### src/rtl/instr_encoder.sv
// Sequential MIPS instruction encoder: symbolic requests in, addressed 32-bit words out.
// The li pseudo-op expands to lui followed by ori through a two-state FSM.
module instr_encoder #(
    parameter logic [31:0] BASE_ADDR = 32'h0000_3000
) (
    input  logic        clk,
    input  logic        reset,
    input  logic        in_valid,
    output logic        in_ready,
    input  logic [3:0]  op,
    input  logic [4:0]  rs,
    input  logic [4:0]  rt,
    input  logic [4:0]  rd,
    input  logic [31:0] imm,
    output logic        out_valid,
    input  logic        out_ready,
    output logic [31:0] out_instr,
    output logic [31:0] out_addr,
    output logic        err,
    output logic [1:0]  err_code
);

    localparam logic [3:0] OpNop   = 4'd0;
    localparam logic [3:0] OpAddu  = 4'd1;
    localparam logic [3:0] OpSubu  = 4'd2;
    localparam logic [3:0] OpJr    = 4'd3;
    localparam logic [3:0] OpOri   = 4'd4;
    localparam logic [3:0] OpSw    = 4'd5;
    localparam logic [3:0] OpLw    = 4'd6;
    localparam logic [3:0] OpLui   = 4'd7;
    localparam logic [3:0] OpBeq   = 4'd8;
    localparam logic [3:0] OpJal   = 4'd9;
    localparam logic [3:0] OpAddiu = 4'd10;
    localparam logic [3:0] OpJ     = 4'd11;
    localparam logic [3:0] OpLi    = 4'd12;

    typedef enum logic [0:0] {StIdle, StLi2} state_e;

    state_e      state_q, state_d;
    logic        out_valid_q, out_valid_d;
    logic [31:0] out_instr_q, out_instr_d;
    logic [31:0] out_addr_q, out_addr_d;
    logic [31:0] na_q, na_d;
    logic        err_q, err_d;
    logic [1:0]  err_code_q, err_code_d;
    logic [4:0]  li_rt_q, li_rt_d;
    logic [15:0] li_lo_q, li_lo_d;

    logic               accept;
    logic [31:0]        enc_word;
    logic               enc_err;
    logic [1:0]         enc_code;
    logic [31:0]        pc4;
    logic [31:0]        br_diff;
    logic signed [31:0] br_off;
    logic               br_ok;

    assign in_ready = (!out_valid_q || out_ready) && (state_q != StLi2);
    assign accept   = in_valid && in_ready;

    // Combinational encoding of the request against the address it would occupy.
    always_comb begin
        enc_word = 32'h0;
        enc_err  = 1'b0;
        enc_code = 2'd0;
        pc4      = na_q + 32'd4;
        br_diff  = imm - pc4;
        br_off   = $signed(br_diff) >>> 2;
        br_ok    = (br_off[31:15] == 17'h00000) || (br_off[31:15] == 17'h1ffff);
        case (op)
            OpNop:   enc_word = 32'h0;
            OpAddu:  enc_word = {6'b000000, rs, rt, rd, 5'd0, 6'b100001};
            OpSubu:  enc_word = {6'b000000, rs, rt, rd, 5'd0, 6'b100011};
            OpJr:    enc_word = {6'b000000, rs, 5'd0, 5'd0, 5'd0, 6'b001000};
            OpOri:   enc_word = {6'b001101, rs, rt, imm[15:0]};
            OpSw:    enc_word = {6'b101011, rs, rt, imm[15:0]};
            OpLw:    enc_word = {6'b100011, rs, rt, imm[15:0]};
            OpAddiu: enc_word = {6'b001001, rs, rt, imm[15:0]};
            OpLui:   enc_word = {6'b001111, 5'd0, rt, imm[15:0]};
            OpLi:    enc_word = {6'b001111, 5'd0, rt, imm[31:16]};
            OpBeq: begin
                if (imm[1:0] != 2'b00) begin
                    enc_err  = 1'b1;
                    enc_code = 2'd2;
                end else if (!br_ok) begin
                    enc_err  = 1'b1;
                    enc_code = 2'd3;
                end
                enc_word = {6'b000100, rs, rt, br_off[15:0]};
            end
            OpJ, OpJal: begin
                if (imm[1:0] != 2'b00) begin
                    enc_err  = 1'b1;
                    enc_code = 2'd2;
                end else if (imm[31:28] != pc4[31:28]) begin
                    enc_err  = 1'b1;
                    enc_code = 2'd3;
                end
                enc_word = {(op == OpJal) ? 6'b000011 : 6'b000010, imm[27:2]};
            end
            default: begin
                enc_err  = 1'b1;
                enc_code = 2'd1;
            end
        endcase
    end

    always_comb begin
        state_d     = state_q;
        out_valid_d = out_valid_q;
        out_instr_d = out_instr_q;
        out_addr_d  = out_addr_q;
        na_d        = na_q;
        err_d       = 1'b0;
        err_code_d  = err_code_q;
        li_rt_d     = li_rt_q;
        li_lo_d     = li_lo_q;

        if (out_valid_q && out_ready) begin
            out_valid_d = 1'b0;
        end

        if (state_q == StLi2) begin
            // The lui word is always pending here; ori follows as soon as it leaves.
            if (out_ready) begin
                out_valid_d = 1'b1;
                out_instr_d = {6'b001101, li_rt_q, li_rt_q, li_lo_q};
                out_addr_d  = na_q;
                na_d        = na_q + 32'd4;
                state_d     = StIdle;
            end
        end else if (accept) begin
            if (enc_err) begin
                err_d      = 1'b1;
                err_code_d = enc_code;
            end else begin
                out_valid_d = 1'b1;
                out_instr_d = enc_word;
                out_addr_d  = na_q;
                na_d        = na_q + 32'd4;
                if (op == OpLi) begin
                    state_d = StLi2;
                    li_rt_d = rt;
                    li_lo_d = imm[15:0];
                end
            end
        end
    end

    always_ff @(posedge clk) begin
        if (!reset) begin
            state_q     <= StIdle;
            out_valid_q <= 1'b0;
            out_instr_q <= 32'h0;
            out_addr_q  <= BASE_ADDR;
            na_q        <= BASE_ADDR;
            err_q       <= 1'b0;
            err_code_q  <= 2'd0;
            li_rt_q     <= 5'd0;
            li_lo_q     <= 16'h0;
        end else begin
            state_q     <= state_d;
            out_valid_q <= out_valid_d;
            out_instr_q <= out_instr_d;
            out_addr_q  <= out_addr_d;
            na_q        <= na_d;
            err_q       <= err_d;
            err_code_q  <= err_code_d;
            li_rt_q     <= li_rt_d;
            li_lo_q     <= li_lo_d;
        end
    end

    assign out_valid = out_valid_q;
    assign out_instr = out_instr_q;
    assign out_addr  = out_addr_q;
    assign err       = err_q;
    assign err_code  = err_code_q;

endmodule

### config.mk
export PLATFORM = sky130hd
export DESIGN_NAME = instr_encoder
export DESIGN_NICKNAME = d
export VERILOG_FILES = /design/src/rtl/instr_encoder.sv
export SDC_FILE = /design/constraint.sdc
export NUM_CORES = 1
export LEC_CHECK = 0
export CAP_MARGIN = 20
export CORE_MARGIN = 2
export CORE_UTILIZATION = 40
export DETAILED_ROUTE_END_ITERATION = 10
export PLACE_DENSITY = 0.69
export SLEW_MARGIN = 10
export SYNTH_ARGS = -nofsm -noshare
export SYNTH_HDL_FRONTEND = slang
export SYNTH_SLANG_ARGS = --single-unit
### constraint.sdc
create_clock -name clk -period 13.6 [get_ports clk]
set_clock_uncertainty 0.05 [all_clocks]
set_input_delay 2.04 -clock clk [delete_from_list [all_inputs] [get_ports clk]]
set_output_delay 2.04 -clock clk [all_outputs]
set_load 0.05 [all_outputs]
==> results of run 1 <==
## flip-flops by register name, summed over array words and instances, names as in the netlist
signal     flops
li_rt_q        5
na_q          30
out_valid      1
out_instr     31
state_q        1
err_code       2
li_lo_q       16
err            1
out_addr      30
## cells in the final DEF, fill, tap and decap left out, types with 15 or more instances in the layout
cell type	netlist	routed
nand2_1	181	181
clkdlybuf4s50_1	0	119
dfxtp_1	117	117
nand3_1	59	59
nor2_1	42	42
a21oi_1	36	36
xnor2_1	35	35
o21ai_1	33	33
xor2_1	31	31
a22oi_1	29	29
o211a_1	28	28
o21ai_0	27	27
a21boi_0	23	23
ha_1	23	23
nand2b_1	20	20
mux2i_1	18	18
and2_1	17	17
clkbuf_16	0	17
nand4_1	16	16
inv_1	15	15
## power by group through the flow
| stage | registers (mW) | logic [mW] | clock network, mW |
|---|---|---|---|
| after global placement | 0.366 | 0.216 | 0 |
| after floorplan | 0.394 | 0.121 | 0 |
| after global routing | 0.360 | 0.234 | 0.543 |
| after CTS | 0.359 | 0.217 | 0.525 |
| after detailed placement | 0.366 | 0.216 | 0 |
| final | 0.359 | 0.219 | 0.518 |
## area by class of cell
type,instances,area [um^2],share of cell area
clock buffer,20,447,0.0438
clock inverter,12,226,0.0222
timing repair buffer,129,1270,0.124
multi-input combinational,828,5530,0.542
sequential,117,2340,0.230
tap,270,338,0.0331
inverter,15,56.3,0.00552
## worst max-delay path: cells and delay by family
family | cells | cell delay [ns]
AO/OA/AOI/OAI | 8 | 2.46
adder cells (fa/ha/maj) | 3 | 0.90
buffers and inverters | 3 | 1.18
multiplexers | 1 | 0.18
AND/OR/NAND/NOR | 3 | 0.48
## stage by stage
stage	cell area, um^2	std cells
floorplan	8340	1049
detailed placement	9520	1358
finish	10200	1391
global placement	9520	1358
CTS	10200	1390
global route	10200	1391
## cell families (layout without fill, tap and decap cells)
group,after synthesis,count (layout),share of synthesized area
adder cells (fa/ha/maj),28,28,0.0419
buffers and inverters,104,176,0.0580
flip-flops,117,117,0.281
other,1,3,0.000450
XOR/XNOR,71,71,0.0829
AND/OR/NAND/NOR,406,406,0.239
AO/OA/AOI/OAI,299,299,0.271
multiplexers,21,21,0.0257
## routing by layer
layer | track usage | wire length [um] | vias to the layer above
li1 | - | - | 3927
met1 | 0.347 | 12500 | 3760
met2 | 0.348 | 11200 | 340
met3 | 0.0537 | 2340 | 35
met4 | 0.0771 | 605 | 0
met5 | 0 | 0 | -
## worst max-delay path by stage
| stage | to | cells past startpoint | slack [ns] | from |
|---|---|---|---|---|
| after floorplan | out_addr[12]$_SDFFE_PN1P_ | 20 | 7.69 | imm[2] |
| after global placement | na_q[5]$_SDFFE_PN0P_ | 18 | 6.21 | imm[2] |
| after detailed placement | na_q[5]$_SDFFE_PN0P_ | 18 | 6.20 | imm[2] |
| after CTS | na_q[5]$_SDFFE_PN0P_ | 18 | 6.64 | imm[2] |
| after global routing | out_addr[13]$_SDFFE_PN1P_ | 20 | 6.26 | na_q[2]$_SDFFE_PN0P_ |
| final | na_q[5]$_SDFFE_PN0P_ | 18 | 6.61 | imm[2] |
==> flow_metrics.tcl, run 1 <==
set metrics [dict create \
    r2r_cells 20 \
    outcome "finished clean" \
    crit_fanout 70 \
    synth_cell_types 86 \
    synth_ff_type "dfxtp_1" \
    cts_tree "yes" \
    synth_cells 1047 \
    num_rows 52 \
    setup-violations-final 0 \
    viasPerCell 5.80 \
    timing.rr.start "na_q[2]$_SDFFE_PN0P_" \
    totalWireLength_um 26700 \
    hold_ws_ns 0.397 \
    rsz0062_at_grt "false" \
    p_leak_nw 3.97 \
    irDropWorstVdd_mv 0.0891 \
    pwr-share-clk 0.472 \
    drcViolationCount 0 \
    worstSetupStartpointType "input port" \
    dieArea_um2 22000 \
    grt_overflow 0 \
    grt_max_degree 104 \
    syn_area_per_cell_um2 7.96 \
    port_buffers 120 \
    wire_per_inst_um 19.2 \
    cp.arrival_ns 7.29 \
    timing.fmax_ghz 0.143 \
    synth_area_leaders "dfxtp_1, nand2_1, xnor2_1" \
    hold_end "out_addr[26]$_SDFFE_PN0P_" \
    yosys_register_bits 117 \
    grt_pass1_vias 7422 \
    slew_violations 0 \
    area_delta_synth_final_pct 22.5 \
    first_pass_iters 8 \
    min_period_ns 6.99 \
    vias 8062 \
    dieWidth_um 148 \
    yosys.area.top_type "dfxtp_1" \
    layout.nets 1187 \
    power_switching_mw 0.314 \
    clk_latency_ns 0.42 \
    ios 124 \
    cp_slowest_cell "a2111oi_1" \
    clockBufferDepth 2 \
    timing.final.crit_share 0.514 \
    dpl_worst_slack_ns 6.20 \
    finalHoldViolCount 0 \
    crit_path_end_kind "flop" \
    worstHoldStart "out_addr[26]$_SDFFE_PN0P_" \
    power_mw 1.10 \
    p_seq_frac 0.328 \
    fin_ws_ns 6.61 \
    clkSinkCount 117 \
    worstPathCellList "clkdlybuf4s50_1, inv_1, ha_1, fa_1, nor2b_1, o31a_1, nor2_1, o21ai_1, maj3_2, a211o_1, a31o_1, o21ai_0, a2111oi_1, a31oi_4, a21oi_4, buf_4, nor2b_1, mux2i_1" \
    power_density_nw_per_um2 107 \
    antenna_found_initial 0 \
    maxSlewHeadroom 0.374 \
    synthArstFlopShare 0 \
    worstPathRequired_ns 13.90 \
    totalNegativeSetupSlack_ns 0 \
    clockRootBuffer "clkbuf_16" \
    core_area_um2 20400 \
    crit_top_cell "nor2b_1" \
    cts_resized 0 \
    path_class "input port to flop" \
    tightestPinTransition_ns 0.936 \
    dp_hpwl_um 19600 \
    layout-drive-gt1-share 0.0633 \
    grt_pass1_wl_um 41200 \
    cts_hold_buf 0 \
    die_y_um 148 \
    clkTransAtPathRegs_ns 0.06 \
    internal_power_mw 0.782 \
    postLayoutCoreUtil 0.501 \
    antenna_left 0 \
    drt_iter0_drc 720 \
    synth_commonest_cells "nand2_1, dfxtp_1, nand3_1, clkbuf_1, nor2_1" \
    min_path_cells 2 \
    netlist_area_um2 8330 \
    cts_inserted_buffers 17 \
    num_antenna_cells 0 \
    max_stage_delay_ns 0.68 \
    yosys_warnings 0 \
    nFillCells 1968 \
    r2r_setup_slack_ns 6.70 \
    initial_utilization 0.409 \
    switching_share 0.286 \
    drv_cap 0 \
    gr-usage-all-layers 0.238 \
    post_cts_buffers 0 \
    synth.most_common_cell "nand2_1" \
    combPwrFrac 0.200 \
    ys_seq_area_frac 0.281 \
    rr_endpoint "na_q[5]$_SDFFE_PN0P_" \
    hold_class "flop to flop" \
    synth_edf_count 0 \
    synth_top_area_share 0.281 \
    routabilityCongestion 0.946 \
    htreeDepth 4 \
]
Note: power is estimated with default switching activity, not from simulation.
==> run 2: changes to the inputs <==
PLACE_DENSITY = 0.71   (was 0.69)
clock period = 5.7 ns   (was 13.6 ns; I/O delays follow)
==> run 2 against run 1 <==
Against the previous run: worst hold slack improved by 0.0046 ns; sequential cell count is the same; clock power up 100%; clock-buffer cell count down 1; worst setup slack got worse by 6.4 ns; sequential power grew 140%; register-to-register slack got worse by 6.5 ns; non-clock buffer count grew 73; global-route usage grew 0.92 points; cell area increased by 7.6%; sequential share of layout area shrank 1.5 points; combinational power rose to 2.7 times the previous value; highest routed layer unchanged.
==> flow_metrics.tcl, run 2 (synthesis gave the netlist of run 1 again) <==
set metrics [dict create \
    outcome "finished clean" \
    rr_endpoint "na_q[2]$_SDFFE_PN0P_" \
    first_pass_iters 8 \
    cp.arrival_ns 5.77 \
    drv_cap 0 \
    largest_reg_flops 31 \
    cp.depth 22 \
    slew_violations 0 \
    cp.buffers_inverters 4 \
    layout-drive-gt1-share 0.147 \
    postLayoutCoreUtil 0.539 \
    gr-usage-all-layers 0.247 \
    worstHoldStart "out_addr[19]$_SDFFE_PN0P_" \
    seq_area_um2 2350 \
    grt_max_degree 102 \
    r2r_setup_slack_ns 0.20 \
    maxSlewHeadroom 0.247 \
    clkTransAtPathRegs_ns 0.05 \
    setup-violations-final 0 \
    placed_area_um2 10100 \
    antenna_left 0 \
    nFillCells 1895 \
    totalWireLength_um 28100 \
    p_seq_frac 0.344 \
    switching_share 0.308 \
    clk_latency_ns 0.43 \
    clockRootBuffer "clkbuf_16" \
    crit_fanout 6 \
    finalHoldViolCount 0 \
    timing.fmax_ghz 0.182 \
    mostFrequentLayoutCells "nand2_1, clkdlybuf4s50_1, dfxtp_1" \
    dpl_worst_slack_ns -0.0442 \
    irDropWorstVdd_mv 0.218 \
    worstPathCellList "nand4_1, nor4_4, nand3_2, or4_4, xor2_2, ha_4, a21oi_2, o21ai_0, a221oi_1, o31ai_1, a221oi_2, xor2_2, a2111o_1, nor4_2, buf_4, a41oi_4, a21oi_4, buf_4, buf_12, buf_4, xnor2_1, and2_1" \
    viasPerCell 5.75 \
    clockBufferDepth 2 \
    cp_slowest_cell "or4_4" \
    max_stage_delay_ns 0.58 \
    instances_no_fill 1464 \
    crit_path_end_kind "flop" \
    cts_tree "yes" \
    power_mw 2.48 \
    worstSetupStartpointType "flop" \
    ios 124 \
    timing.rr.start "na_q[11]$_SDFFE_PN0P_" \
    initial_utilization 0.409 \
    dp_hpwl_um 20600 \
    num_rows 52 \
    vias 8423 \
    p_leak_nw 4.37 \
    worstPathRequired_ns 5.97 \
    drt_iter0_drc 840 \
    totalNegativeSetupSlack_ns 0 \
    fin_area_um2 11000 \
    die_y_um 148 \
    hold_class "flop to flop" \
    power_switching_mw 0.764 \
    multi_input_area_um2 5700 \
    antenna_found_initial 0 \
    layout.nets 1260 \
    power_density_nw_per_um2 226 \
    core_area_um2 20400 \
    port_buffers 120 \
    combPwrFrac 0.238 \
    timing.final.crit_share 0.965 \
    dieWidth_um 148 \
    cts_inserted_buffers 17 \
    dpl.cell_count 1423 \
    wire_per_inst_um 19.2 \
    grt_pass1_wl_um 42600 \
    critPathLaunch "na_q[11]$_SDFFE_PN0P_" \
    hold_end "out_addr[19]$_SDFFE_PN0P_" \
    grt_pass1_vias 7656 \
    htreeDepth 4 \
    area_delta_synth_final_pct 31.8 \
    min_path_cells 2 \
    path_class "flop to flop" \
    clkSinkCount 117 \
    dieArea_um2 22000 \
    crit_top_cell "buf_4" \
    min_period_ns 5.50 \
    final_common_cell "nand2_1" \
    grt_overflow 0 \
    pwr-share-clk 0.418 \
    hold_ws_ns 0.402 \
    fin_ws_ns 0.198 \
    drcViolationCount 0 \
    tightestPinTransition_ns 1.12 \
    num_antenna_cells 0 \
    internal_power_mw 1.72 \
    routabilityCongestion 0.968 \
    r2r_cells 22 \
    crit_family "compound AO/OA/AOI/OAI gates" \
]
==> run 2: cell count changes in the layout (fill, tap and decap cells not counted), sizes merged <==
cell / delta
clkbuf: +1
clkinv: +3
bufinv: -4
clkinvlp: +1
buf: +71
inv: +1
==> run 2: power by group through the flow <==
stage          registers, mW  logic [mW]  clock network, mW
2_1_floorplan          0.941       0.288                  0
3_3_place_gp           0.872       0.564                  0
3_5_place_dp           0.872       0.563                  0
4_1_cts                0.855       0.567               1.05
5_1_grt                0.857       0.628               1.09
6_report               0.854       0.591               1.04
==> run 2: layer usage <==
layer / vias up / global-route usage / routed length, um
met5: - / 0 / 0
met2: 368 / 0.371 / 12200
met3: 36 / 0.0555 / 2540
met4: 0 / 0.0805 / 570
met1: 3941 / 0.352 / 12800
li1: 4078 / - / -
==> run 2: how the worst max path moves through the flow <==
stage                                 endpoint  slack, ns
floorplan            out_addr[12]$_SDFFE_PN1P_       0.23
global placement    out_instr[26]$_SDFFE_PN0P_      -0.17
finish                    na_q[2]$_SDFFE_PN0P_       0.20
detailed placement   out_addr[27]$_SDFFE_PN0P_      -0.04
global route        out_instr[11]$_SDFFE_PN0P_      -0.05
CTS                  out_addr[28]$_SDFFE_PN0P_       0.01
==> run 2: timing repair <==
action	in CTS	in global routing
pin swaps	0	10
setup endpoints to repair	64	95
setup buffers	0	7
hold buffers	0	0
resized for setup	1	39
gates cloned	0	2
==> run 2: worst register-to-register path, cell delays in order (launching register included) <==
cell      delay [ns]
dfxtp_2         0.38
nand4_1         0.26
nor4_4          0.31
nand3_2         0.14
or4_4           0.58
xor2_2          0.27
ha_4            0.27
a21oi_2         0.14
o21ai_0         0.14
a221oi_1        0.32
o31ai_1         0.16
a221oi_2        0.40
xor2_2          0.15
a2111o_1        0.43
nor4_2          0.25
buf_4           0.16
a41oi_4         0.13
a21oi_4         0.18
buf_4           0.17
buf_12          0.16
buf_4           0.13
xnor2_1         0.06
and2_1          0.15
==> run 2: area by class of cell <==
type | count | share of cell area
clock inverter | 13 | 0.0122
multi-input combinational | 828 | 0.519
timing repair buffer | 202 | 0.179
sequential | 117 | 0.215
clock buffer | 19 | 0.0394
tap | 270 | 0.0308
inverter | 15 | 0.00513
==> run 3: changes to the inputs <==
CORE_ASPECT_RATIO = 1.4   (was not set)
==> run 3 against run 2 <==
Against the previous run: via count grew 0.11%; non-clock buffer count rose by 8; register-to-register slack improved by 0.07 ns; cell count fell by 0.41%; combinational power fell by 3%; power fell by 0.79%; cell area shrank 1.2%; critical path depth stayed put; die area about the same; sequential power hardly changed; critical endpoint is now out_addr[4]$_SDFFE_PN0P_.
==> flow_metrics.tcl, run 3 (synthesis gave the netlist of run 1 again) <==
set metrics [dict create \
    drcViolationCount 0 \
    power_mw 2.46 \
    gr-usage-all-layers 0.245 \
    r2r_cells 22 \
    dieWidth_um 126 \
    combPwrFrac 0.232 \
    clockBufferDepth 2 \
    internal_power_mw 1.68 \
    layout.nets 1268 \
    initial_utilization 0.407 \
    min_path_cells 2 \
    slew_violations 0 \
    power_switching_mw 0.780 \
    maxSlewHeadroom 0.275 \
    final_common_cell "nand2_1" \
    switching_share 0.316 \
    grt_pass1_wl_um 43300 \
    path_class "flop to flop" \
    cp.arrival_ns 5.74 \
    ios 124 \
    mostFrequentLayoutCells "nand2_1, clkdlybuf4s50_1, dfxtp_1" \
    worstPathRequired_ns 6.00 \
    port_buffers 120 \
    antenna_left 0 \
    min_period_ns 5.43 \
    drt_iter0_drc 736 \
    largest_reg_flops 31 \
    grt_max_degree 108 \
    crit_fanout 21 \
    dp_hpwl_um 20800 \
    fin_ws_ns 0.266 \
    first_pass_iters 7 \
    timing.final.crit_share 0.953 \
    antenna_found_initial 0 \
    num_antenna_cells 0 \
    totalWireLength_um 27400 \
    cts_inserted_buffers 17 \
    timing.fmax_ghz 0.184 \
    viasPerCell 5.78 \
    grt_pass1_vias 8083 \
    p_leak_nw 4.35 \
    power_density_nw_per_um2 227 \
    pwr-share-clk 0.421 \
    htreeDepth 4 \
    clkSinkCount 117 \
    dpl_worst_slack_ns 0.121 \
    grt_overflow 0 \
    clkTransAtPathRegs_ns 0.06 \
    cts_tree "yes" \
    clockRootBuffer "clkbuf_16" \
    finalHoldViolCount 0 \
    drv_cap 0 \
    core_area_um2 20500 \
    p_seq_frac 0.347 \
    tightestPinTransition_ns 1.08 \
    setup-violations-final 0 \
    layout-drive-gt1-share 0.141 \
    hold_class "flop to flop" \
    nFillCells 1967 \
    vias 8432 \
    outcome "finished clean" \
    clk_latency_ns 0.42 \
    worstSetupStartpointType "flop" \
    area_delta_synth_final_pct 30.2 \
    num_rows 62 \
    routabilityCongestion 0.944 \
    wire_per_inst_um 18.8 \
    die_y_um 175 \
    dieArea_um2 22000 \
    irDropWorstVdd_mv 0.198 \
    crit_path_end_kind "flop" \
]
==> run 3: metrics by stage <==
step | TNS, ns | utilization | instance area (um^2) | hold slack, ns | instances
global route | -0.156 | 0.530 | 10800 | 0.422 | 1458
global placement | 0 | 0.496 | 10200 | 0.386 | 1422
finish | 0 | 0.530 | 10800 | 0.401 | 1458
floorplan | 0 | - | 8340 | 0.394 | 1049
CTS | 0 | 0.524 | 10700 | 0.403 | 1454
detailed placement | 0 | 0.496 | 10200 | 0.393 | 1422
==> run 3: repair_timing <==
| action | in CTS | in global routing |
|---|---|---|
| setup endpoints to repair | 0 | 95 |
| hold buffers | 0 | 0 |
| endpoints found under the hold margin | 0 | 0 |
| gates resized for setup | 0 | 19 |
| setup buffers | 0 | 4 |
==> run 3: worst paths after layout <==
check,start,end,slack (ns)
min reg2reg,out_addr[18]$_SDFFE_PN0P_,out_addr[18]$_SDFFE_PN0P_,0.40
min,out_addr[18]$_SDFFE_PN0P_,out_addr[18]$_SDFFE_PN0P_,0.40
max,na_q[9]$_SDFFE_PN0P_,out_addr[4]$_SDFFE_PN0P_,0.27
max reg2reg,na_q[9]$_SDFFE_PN0P_,out_addr[4]$_SDFFE_PN0P_,0.27
==> run 3: power by group through the flow <==
stage | registers (mW) | clock network [mW] | logic (mW)
global route | 0.857 | 1.10 | 0.610
global placement | 0.871 | 0 | 0.559
detailed placement | 0.872 | 0 | 0.562
floorplan | 0.941 | 0 | 0.288
CTS | 0.854 | 1.06 | 0.564
finish | 0.854 | 1.04 | 0.572
==> run 3: layout make-up <==
| type | count | area [um^2] | share of cell area |
|---|---|---|---|
| repair buffers | 210 | 1940 | 0.179 |
| clock buffers | 19 | 443 | 0.0408 |
| flip-flops and latches | 117 | 2350 | 0.216 |
| inverters | 15 | 56.3 | 0.00519 |
| multi-input cells | 828 | 5610 | 0.518 |
| clock inverters | 13 | 128 | 0.0118 |
| well taps | 256 | 320 | 0.0295 |
==> run 3: critical path, stage by stage, from the launching register on <==
cell and delay, ns:
dfxtp_1 0.41, nand4_1 0.29, nor4_4 0.25, nand3_2 0.16, or4_4 0.57, xor2_2 0.17, ha_1 0.34, a21oi_1 0.18
o21bai_1 0.10, a21o_1 0.22, a21o_1 0.20, a21o_1 0.18, a31oi_1 0.21, o221ai_1 0.17, or4b_1 0.54, nor4_2 0.18
buf_4 0.17, a41oi_4 0.14, a21oi_4 0.20, buf_12 0.20, buf_4 0.21, nand3_1 0.10, o21ai_1 0.13
==> run 3: routing by layer <==
layer / GRT usage / share of wire
met3: 0.0453 / 0.055
met2: 0.396 / 0.47
met4: 0.130 / 0.045
met5: 0 / 0
met1: 0.310 / 0.43
